**config.mk**
```make
export PLATFORM = sky130hd
export DESIGN_NAME = uart_rx_core
export DESIGN_NICKNAME = d
export VERILOG_FILES = /design/src/rtl/uart_pkg.sv /design/src/rtl/uart_baud_tick.sv /design/src/rtl/uart_rx_core.sv
export SDC_FILE = /design/constraint.sdc
export NUM_CORES = 1
export LEC_CHECK = 0
export ABC_AREA = 1
export ABC_CLOCK_PERIOD_IN_PS = 2550
export BUFFER_PORTS_ARGS = -buffer_cell sky130_fd_sc_hd__buf_4
export CAP_MARGIN = 40
export CORE_ASPECT_RATIO = 0.7
export CORE_MARGIN = 2
export CORE_UTILIZATION = 40
export DETAILED_ROUTE_END_ITERATION = 10
export MAX_ROUTING_LAYER = met4
export SYNTH_ARGS = -nofsm -noshare
export SYNTH_HDL_FRONTEND = slang
export SYNTH_HIERARCHICAL = 1
export SYNTH_SLANG_ARGS = --single-unit
```
**constraint.sdc**
```tcl
create_clock -name sys_clk -period 2.55 [get_ports sys_clk]
set_input_delay 0.51 -clock sys_clk [delete_from_list [all_inputs] [get_ports sys_clk]]
set_output_delay 0.51 -clock sys_clk [all_outputs]
set_load 0.03 [all_outputs]
```
**src/rtl/uart_pkg.sv**
```systemverilog
// Shared UART types and widths.
// Used by the receive core and the baud tick generator.
package uart_pkg;

  localparam int UART_BAUD_W = 16;
  localparam int UART_DW     = 8;

  typedef enum logic [2:0] {
    IDLE,
    START,
    DATA,
    PARITY,
    STOP
  } rx_state_t;

endpackage

```
**src/rtl/uart_baud_tick.sv**
```systemverilog
// Oversampling tick generator.
// Emits one tick every baud+1 cycles while enabled.
module uart_baud_tick
  import uart_pkg::*;
(
  input  logic                   sys_clk,
  input  logic                   sys_rst,
  input  logic                   en,
  input  logic                   clr,
  input  logic [UART_BAUD_W-1:0] baud,
  output logic                   tick
);

  logic [UART_BAUD_W-1:0] div_cnt;

  assign tick = en & (div_cnt == baud);

  // Divider: restarts on clear, on wrap and while disabled.
  always_ff @(posedge sys_clk) begin
    if (sys_rst) begin
      div_cnt <= '0;
    end else if (clr | ~en | tick) begin
      div_cnt <= '0;
    end else begin
      div_cnt <= div_cnt + 1'b1;
    end
  end

endmodule

```
**src/rtl/uart_rx_core.sv**
```systemverilog
// UART receiver: sync, start detect, mid-bit sampling.
// One-entry buffer with sticky pending/error flags.
module uart_rx_core
  import uart_pkg::*;
#(
  parameter int OVS         = 8,
  parameter int SYNC_STAGES = 2
) (
  input  logic                   sys_clk,
  input  logic                   sys_rst,
  input  logic                   uart_en,
  input  logic                   uart_prty_en,
  input  logic [UART_BAUD_W-1:0] uart_baud,
  input  logic                   uart_rx,
  input  logic                   rxbuf_rd,
  input  logic                   rxpnd_clr,
  output logic [UART_DW-1:0]     rx_data,
  output logic                   rx_valid,
  output logic                   rx_pnd,
  output logic                   rx_perr,
  output logic                   rx_ferr,
  output logic                   rx_ovf,
  output logic                   rx_busy
);

  localparam logic [3:0] SC_MID = 4'(OVS / 2 - 1);
  localparam logic [3:0] SC_END = 4'(OVS - 1);
  localparam logic [2:0] BC_END = 3'(UART_DW - 1);

  rx_state_t            state;
  rx_state_t            state_d;
  logic [SYNC_STAGES-1:0] sync_q;
  logic                 rx_s;
  logic                 rx_d;
  logic                 start_det;
  logic                 tick;
  logic                 mid_pt;
  logic                 samp;
  logic [3:0]           scnt;
  logic [2:0]           bitcnt;
  logic [UART_DW-1:0]   shreg;
  logic                 perr_tmp;
  logic                 stop_samp;
  logic                 pnd_clr;
  logic                 accept;
  logic                 ovf_set;
  logic                 ferr_set;
  logic                 perr_set;

  assign rx_s      = sync_q[SYNC_STAGES-1];
  assign start_det = rx_d & ~rx_s;

  // Synchroniser chain plus one delay flop for edge detect.
  always_ff @(posedge sys_clk) begin
    if (sys_rst) begin
      sync_q <= '1;
      rx_d   <= 1'b1;
    end else begin
      sync_q <= {sync_q[SYNC_STAGES-2:0], uart_rx};
      rx_d   <= rx_s;
    end
  end

  uart_baud_tick u_tick (
    .sys_clk (sys_clk),
    .sys_rst (sys_rst),
    .en      (uart_en),
    .clr     ((state == IDLE) & start_det),
    .baud    (uart_baud),
    .tick    (tick)
  );

  assign mid_pt = (state == START) ? (scnt == SC_MID)
                                   : (scnt == SC_END);
  assign samp   = tick & mid_pt & (state != IDLE);

  // State register.
  always_ff @(posedge sys_clk) begin
    if (sys_rst) begin
      state <= IDLE;
    end else begin
      state <= state_d;
    end
  end

  // Next-state logic; disable always forces IDLE.
  always_comb begin
    state_d = state;
    if (!uart_en) begin
      state_d = IDLE;
    end else begin
      unique case (state)
        IDLE:    if (start_det) state_d = START;
        START:   if (samp) state_d = rx_s ? IDLE : DATA;
        DATA:    if (samp && bitcnt == BC_END)
                   state_d = uart_prty_en ? PARITY : STOP;
        PARITY:  if (samp) state_d = STOP;
        STOP:    if (samp) state_d = IDLE;
        default: state_d = IDLE;
      endcase
    end
  end

  // Sample counter, bit counter, shifter and parity check.
  always_ff @(posedge sys_clk) begin
    if (sys_rst) begin
      scnt     <= '0;
      bitcnt   <= '0;
      shreg    <= '0;
      perr_tmp <= 1'b0;
    end else if (!uart_en || state == IDLE) begin
      scnt <= '0;
    end else begin
      if (tick) scnt <= samp ? 4'd0 : scnt + 4'd1;
      if (samp) begin
        case (state)
          START: begin
            bitcnt   <= '0;
            perr_tmp <= 1'b0;
          end
          DATA: begin
            shreg  <= {rx_s, shreg[UART_DW-1:1]};
            bitcnt <= bitcnt + 3'd1;
          end
          PARITY:  perr_tmp <= (^shreg) ^ rx_s;
          default: ;
        endcase
      end
    end
  end

  // Delivery decisions at the stop-bit sample.
  always_comb begin
    stop_samp = (state == STOP) & samp;
    pnd_clr   = rxbuf_rd | rxpnd_clr;
    accept    = stop_samp & (~rx_pnd | pnd_clr);
    ovf_set   = stop_samp & rx_pnd & ~pnd_clr;
    ferr_set  = stop_samp & ~rx_s;
    perr_set  = stop_samp & perr_tmp;
  end

  // Receive buffer and sticky flags; a set beats a clear.
  always_ff @(posedge sys_clk) begin
    if (sys_rst) begin
      rx_data  <= '0;
      rx_valid <= 1'b0;
      rx_pnd   <= 1'b0;
      rx_perr  <= 1'b0;
      rx_ferr  <= 1'b0;
      rx_ovf   <= 1'b0;
    end else begin
      rx_valid <= accept;
      if (accept) rx_data <= shreg;
      rx_pnd  <= accept   | (rx_pnd  & ~pnd_clr);
      rx_perr <= perr_set | (rx_perr & ~rxpnd_clr);
      rx_ferr <= ferr_set | (rx_ferr & ~rxpnd_clr);
      rx_ovf  <= ovf_set  | (rx_ovf  & ~rxpnd_clr);
    end
  end

  assign rx_busy = (state != IDLE);

endmodule

```
# Yosys cells after proc, flatten, opt, wreduce, memory -nomap -nowiden
# Index checks and enable logic that the tools add are counted.
[totals]
register_bits = 51
in_bits = 23
[op_classes]
addsub = 3
eq_ne = 13
n_mux = 12
n_bitwise = 30
n_reduce_logical = 15
[op_table]
columns = ["operator", "count"]
rows = [
  ["3-bit two-way mux", 6],
  ["16-bit by 1-bit adder with 16-bit output, second input constant", 1],
  ["16-bit equality test", 1],
  ["1-bit AND", 15],
  ["3-bit one-hot mux with 5 select lines", 1],
  ["2-bit != test, second input constant", 5],
  ["3-bit AND reduction", 3],
  ["1-bit bitwise OR", 8],
  ["8-bit parity", 1],
  ["3-bit by 2-bit equality test with 1-bit output, second input constant", 2],
  ["3-bit equality test, second input constant", 2],
  ["1-bit inverter", 6],
  ["3-bit one-hot mux with 2 select lines", 1],
  ["2-bit OR reduction", 3],
  ["5-bit AND reduction", 1],
  ["4-bit by 1-bit adder with 4-bit output, second input constant", 1],
  ["4-bit by 2-bit equality test with 1-bit output, second input constant", 1],
  ["4-bit by 3-bit equality test with 1-bit output, second input constant", 1],
  ["4-bit two-way mux", 1],
  ["2-bit nonzero test", 2],
  ["3-bit by 1-bit adder with 3-bit output, second input constant", 1],
  ["3-bit by 1-bit equality test with 1-bit output, second input constant", 1],
  ["3-bit logical NOT", 1],
  ["3-bit nonzero test", 1],
  ["other kinds (7)", 7],
]

# Logic depth before layout (Yosys ltp)
[logic_depth]
ltp_word = 8
mapped_depth = 18
ltp_nobuf = 18

# Cells and area by module
# Netlist, hierarchy kept.
[by_module_without_submodules]
columns = ["module", "n_inst", "cells_each", "area_per_inst_um2"]
rows = [
  ["uart_rx_core", 1, 231, 1595.3],
  ["uart_baud_tick", 1, 185, 1099.8],
]

# Least setup slack after synthesis
# Ideal clock, no wire load.
[synth_path]
kind = "input port to flip-flop"
start = "input port uart_baud[11]"
end = "register shreg[0]"
setup_ns = 0.132
arrival_time_ns = 1.922
t_required_ns = 2.418
setup_slack_ns = 0.496
stages = 17
cell_sequence = "inv_1 nand2_1 nand2_1 nor2_1 nand4_1 nor2_1 nand2_1 nor2_1 nand2_1 nor2_1 nand2_1 inv_2 nand2_4 inv_1 nand3_1 nand2_1 a21oi_1"
[synth_between]
elab_chain_cells = 5
[synth_rtl]
columns = ["item", "line_no", "rtl"]
rows = [
  ["start: declaration", "uart_rx_core.sv:13", "input logic [UART_BAUD_W-1:0] uart_baud,"],
  ["16-bit equality test", "uart_baud_tick.sv:16", "assign tick = en & (div_cnt == baud);"],
  ["1-bit AND", "uart_baud_tick.sv:16", ""],
  ["net tick", "uart_rx_core.sv:36", "logic tick;"],
  ["1-bit AND (2 in series)", "uart_rx_core.sv:75", "assign samp = tick & mid_pt & (state != IDLE);"],
  ["3-bit AND reduction (no source line)", "-", ""],
  ["end signal: assignment", "uart_rx_core.sv:122", "shreg <= {rx_s, shreg[UART_DW-1:1]};"],
  ["end: declaration", "uart_rx_core.sv:41", "logic [UART_DW-1:0] shreg;"],
]
# The timed path passes the listed nets, and every way through them passes these cells.
# A chain may end at the register's enable or synchronous reset.

# Final worst setup path
[layout_path]
start = "register u_tick.div_cnt[5]"
end = "register rx_data[1]"
[layout_between]
elab_chain_cells = 6
[layout_rtl]
columns = ["item", "line_no", "rtl"]
rows = [
  ["start: declaration", "uart_baud_tick.sv:14", "logic [UART_BAUD_W-1:0] div_cnt;"],
  ["start signal: assignment", "uart_baud_tick.sv:25", "div_cnt <= div_cnt + 1'b1;"],
  ["16-bit equality test", "uart_baud_tick.sv:16", ""],
  ["1-bit AND", "uart_baud_tick.sv:16", ""],
  ["net tick", "uart_rx_core.sv:36", ""],
  ["1-bit AND (2 in series)", "uart_rx_core.sv:75", ""],
  ["1-bit AND", "uart_rx_core.sv:134", "stop_samp = (state == STOP) & samp;"],
  ["1-bit AND", "uart_rx_core.sv:136", "accept = stop_samp & (~rx_pnd | pnd_clr);"],
  ["end signal: assignment", "uart_rx_core.sv:153", "if (accept) rx_data <= shreg;"],
  ["end: declaration", "uart_rx_core.sv:17", "output logic [UART_DW-1:0] rx_data,"],
]
# The timed path passes the listed nets, and every way through them passes these cells.

==> impl_metrics.tcl <==
set metrics [dict create \
    run_status "complete, no violations" \
    fmax_mhz 457 \
    cp_slowest_cell "dfxtp_1" \
    r2r_slack_ns 0.36 \
    ios 37 \
    layout_common_cells "nand2_1, nor2_1, inv_1" \
    holdBufCountCts 0 \
    clkTransAtPathRegs_ns 0.10 \
    start_util_pct 42.3 \
    area_delta_synth_final_pct 19.6 \
    critPathRequiredTime_ns 2.79 \
    vias 2563 \
    combPwrFrac_pct 12.1 \
    crit-reg2reg-capture "rx_data[1]$_SDFFE_PP0P_" \
    syn-num-nets 443 \
    crit_arrival_ns 2.43 \
    cp.depth 17 \
    r2r_cells 17 \
    cts_tree "built" \
    grt_max_degree 30 \
    crit_end "rx_data[1]$_SDFFE_PP0P_" \
    startpoint "u_tick/div_cnt[5]$_SDFF_PP0_" \
    clock_latency_ns 0.31 \
    synth_area_per_cell_sq_um 6.48 \
    final.setup.tns_ns 0 \
    rsz0062_at_grt "no" \
    core.rowCount 24 \
    placed_cells 541 \
    synth_cell_types 26 \
    hpwl_microns 4760 \
    peakVddDrop_v 0.000334 \
    diodes 0 \
    grt_pass1_wl_microns 10800 \
    path_buf_inv 3 \
    ys.flop_type "dfxtp_1" \
    seqPwrFrac_pct 48.4 \
    switchingPower_uw 416 \
    grt.total_usage_pct 18.9 \
    synth_edf_count 0 \
    antenna_left 0 \
    fin_crit_ns 2.19 \
    synthMuxAreaShare_pct 0 \
    crit_path_max_incr_delay_ns 0.43 \
    wl_microns 6190 \
    cts_buffer_depth 2 \
    hold_viol 0 \
    synth_cells 416 \
    yosys.area_share.adder_pct 1.86 \
    wl_per_cell_microns 11.3 \
    r2r_start "u_tick/div_cnt[5]$_SDFF_PP0_" \
    hold_class "in2reg" \
    synth_compound_area_share_pct 7.71 \
    cts_root_buf "clkbuf_8" \
    nets 484 \
    crit_top_cell "nand2_1" \
    startpoint_type "flip-flop" \
    synth_top_family_by_area "simple AND/OR/NAND/NOR gates" \
    asyncSetResetFlopFracSynth_pct 0 \
    layout_commonest_cell "nand2_1" \
    first_iter_violations 175 \
    numCtsBuffers 5 \
    critical-path-top-delay-family "simple AND/OR/NAND/NOR gates" \
    whs_ns 0.387 \
    critPathKind "reg2reg" \
    yosysWarnings 6 \
    die_area_sq_um 7420 \
    maxSlewViolCount 0 \
    max_cap_viol_count 0 \
    viasPerCell 4.67 \
    fp.dieH_microns 72.7 \
    post_cts_buffers 0 \
    netlist_area_sq_um 2700 \
    htreeDepth 2 \
    drt-pass1-iter-count 4 \
    fin_skew_ns 0.00796 \
    numPortBuffers 36 \
    synthXorXnorAreaFrac_pct 5.85 \
    cp_max_fo 11 \
    drc 0 \
    synth-simple-area-share_pct 36.5 \
    grt_pass1_vias 2315 \
    cts_sinks 51 \
    slew_headroom_pct 73.1 \
    final_cells 549 \
    ys_seq_area_share_pct 37.9 \
    setup_viol 0 \
    internal-power_uw 1270 \
    cp-end-kind "flip-flop" \
    worst_pin_slew_ns 0.402 \
    antenna_found_initial 0 \
    power.share.switching_pct 24.7 \
    leakage_uw 0.00138 \
    die_x_microns 102 \
    pwr-share-clk_pct 39.5 \
    power.density_nw_per_um2 524 \
    routabilityCongestion 0.862 \
    overflow 0 \
    path_cells "inv_1 > nand2_1 > o21ai_0 > nor2_1 > nand4_1 > nor2_1 > nand2_1 > nor2_4 > nand2_1 > nor2_1 > nand2_1 > inv_2 > nand2_4 > nor2_4 > buf_4 > nand3_1 > a21oi_1" \
    ys_seq_elements 51 \
    drive_above_1_share_pct 13.5 \
    fin_crit_sh_pct 85.7 \
    coreArea_sq_um 6370 \
    post_cts_resized 0 \
]
==> cell type report <==
class | instances | area, sq um
repair buffers | 40 | 300
clock inverters | 3 | 67.6
inverters | 63 | 236
fillers | 644 | 3140
clock buffers | 5 | 68.8
multi-input cells | 296 | 1420
flip-flops and latches | 51 | 1020
well taps | 91 | 114
==> metal layers <==
metal | routed length (microns) | GRT usage [%] | part of all wire, %
met1 | 3390 | 29.7 | 55
met2 | 2430 | 24.7 | 39
met3 | 309 | 3.45 | 5.0
met4 | 61 | 4.44 | 0.99
met5 | 0 | - | 0
==> power by group through the flow <==
stage	combinational [uW]	clock, uW	sequential [uW]
4_1_cts	204	679	817
2_1_floorplan	138	0	832
3_5_place_dp	203	0	836
3_3_place_gp	203	0	836
6_report	205	666	818
5_1_grt	237	715	820
==> Yosys cell counts, types with 2 or more instances <==
master | count | share of area, %
buf_4 | 2 | 0.56
nand2_2 | 3 | 0.70
inv_1 | 62 | 8.6
xnor2_1 | 7 | 2.3
nand3_1 | 31 | 5.8
xor2_1 | 11 | 3.6
nand2_1 | 113 | 16
o21ai_0 | 11 | 2.0
dfxtp_1 | 51 | 38
a21oi_1 | 28 | 5.2
nor3_1 | 5 | 0.93
or2_2 | 2 | 0.46
nor2_1 | 65 | 9.1
o22ai_1 | 2 | 0.46
ha_1 | 4 | 1.9
clkbuf_1 | 3 | 0.42
nand4_1 | 6 | 1.4
nor3b_1 | 2 | 0.56
==> per-stage QoR <==
stage / power [uW] / setup WS, ns / instance area, sq um / utilization [%]
floorplan: 971 / 0.496 / 2700 / -
detailed placement: 1040 / 0.0247 / 3070 / 48.3
global placement: 1040 / 0.128 / 3070 / 48.3
global route: 1770 / 0.0448 / 3220 / 50.6
CTS: 1700 / 0.151 / 3210 / 50.4
finish: 1690 / 0.364 / 3220 / 50.6
==> cells by family after synthesis <==
kind of cell	Yosys count
AOI/OAI and AO/OA	41
xor gates and xnor gates	18
adders and majority gates	4
buffers and inverters	69
DFF	51
and+or+nand+nor	233
==> sequential cells by signal (all words and copies together), names as in the netlist <==
name            flops
u_tick/div_cnt     16
rx_data             8
shreg               8
scnt                4
bitcnt              3
state               3
sync_q              2
perr_tmp            1
rx_d                1
rx_ferr             1
rx_ovf              1
rx_perr             1
rx_pnd              1
rx_valid            1
==> worst min path at each step <==
| stage | from | to | cells past startpoint | slack, ns |
|---|---|---|---|---|
| 2_1_floorplan | sync_q[0]$_SDFF_PP1_ | sync_q[1]$_SDFF_PP1_ | 1 | 0.39 |
| 3_3_place_gp | sync_q[0]$_SDFF_PP1_ | sync_q[1]$_SDFF_PP1_ | 1 | 0.39 |
| 3_5_place_dp | sync_q[0]$_SDFF_PP1_ | sync_q[1]$_SDFF_PP1_ | 1 | 0.40 |
| 4_1_cts | uart_rx | sync_q[0]$_SDFF_PP1_ | 2 | 0.38 |
| 5_1_grt | uart_rx | sync_q[0]$_SDFF_PP1_ | 2 | 0.37 |
| 6_report | uart_rx | sync_q[0]$_SDFF_PP1_ | 2 | 0.39 |
(Power assumes the default switching activity.)
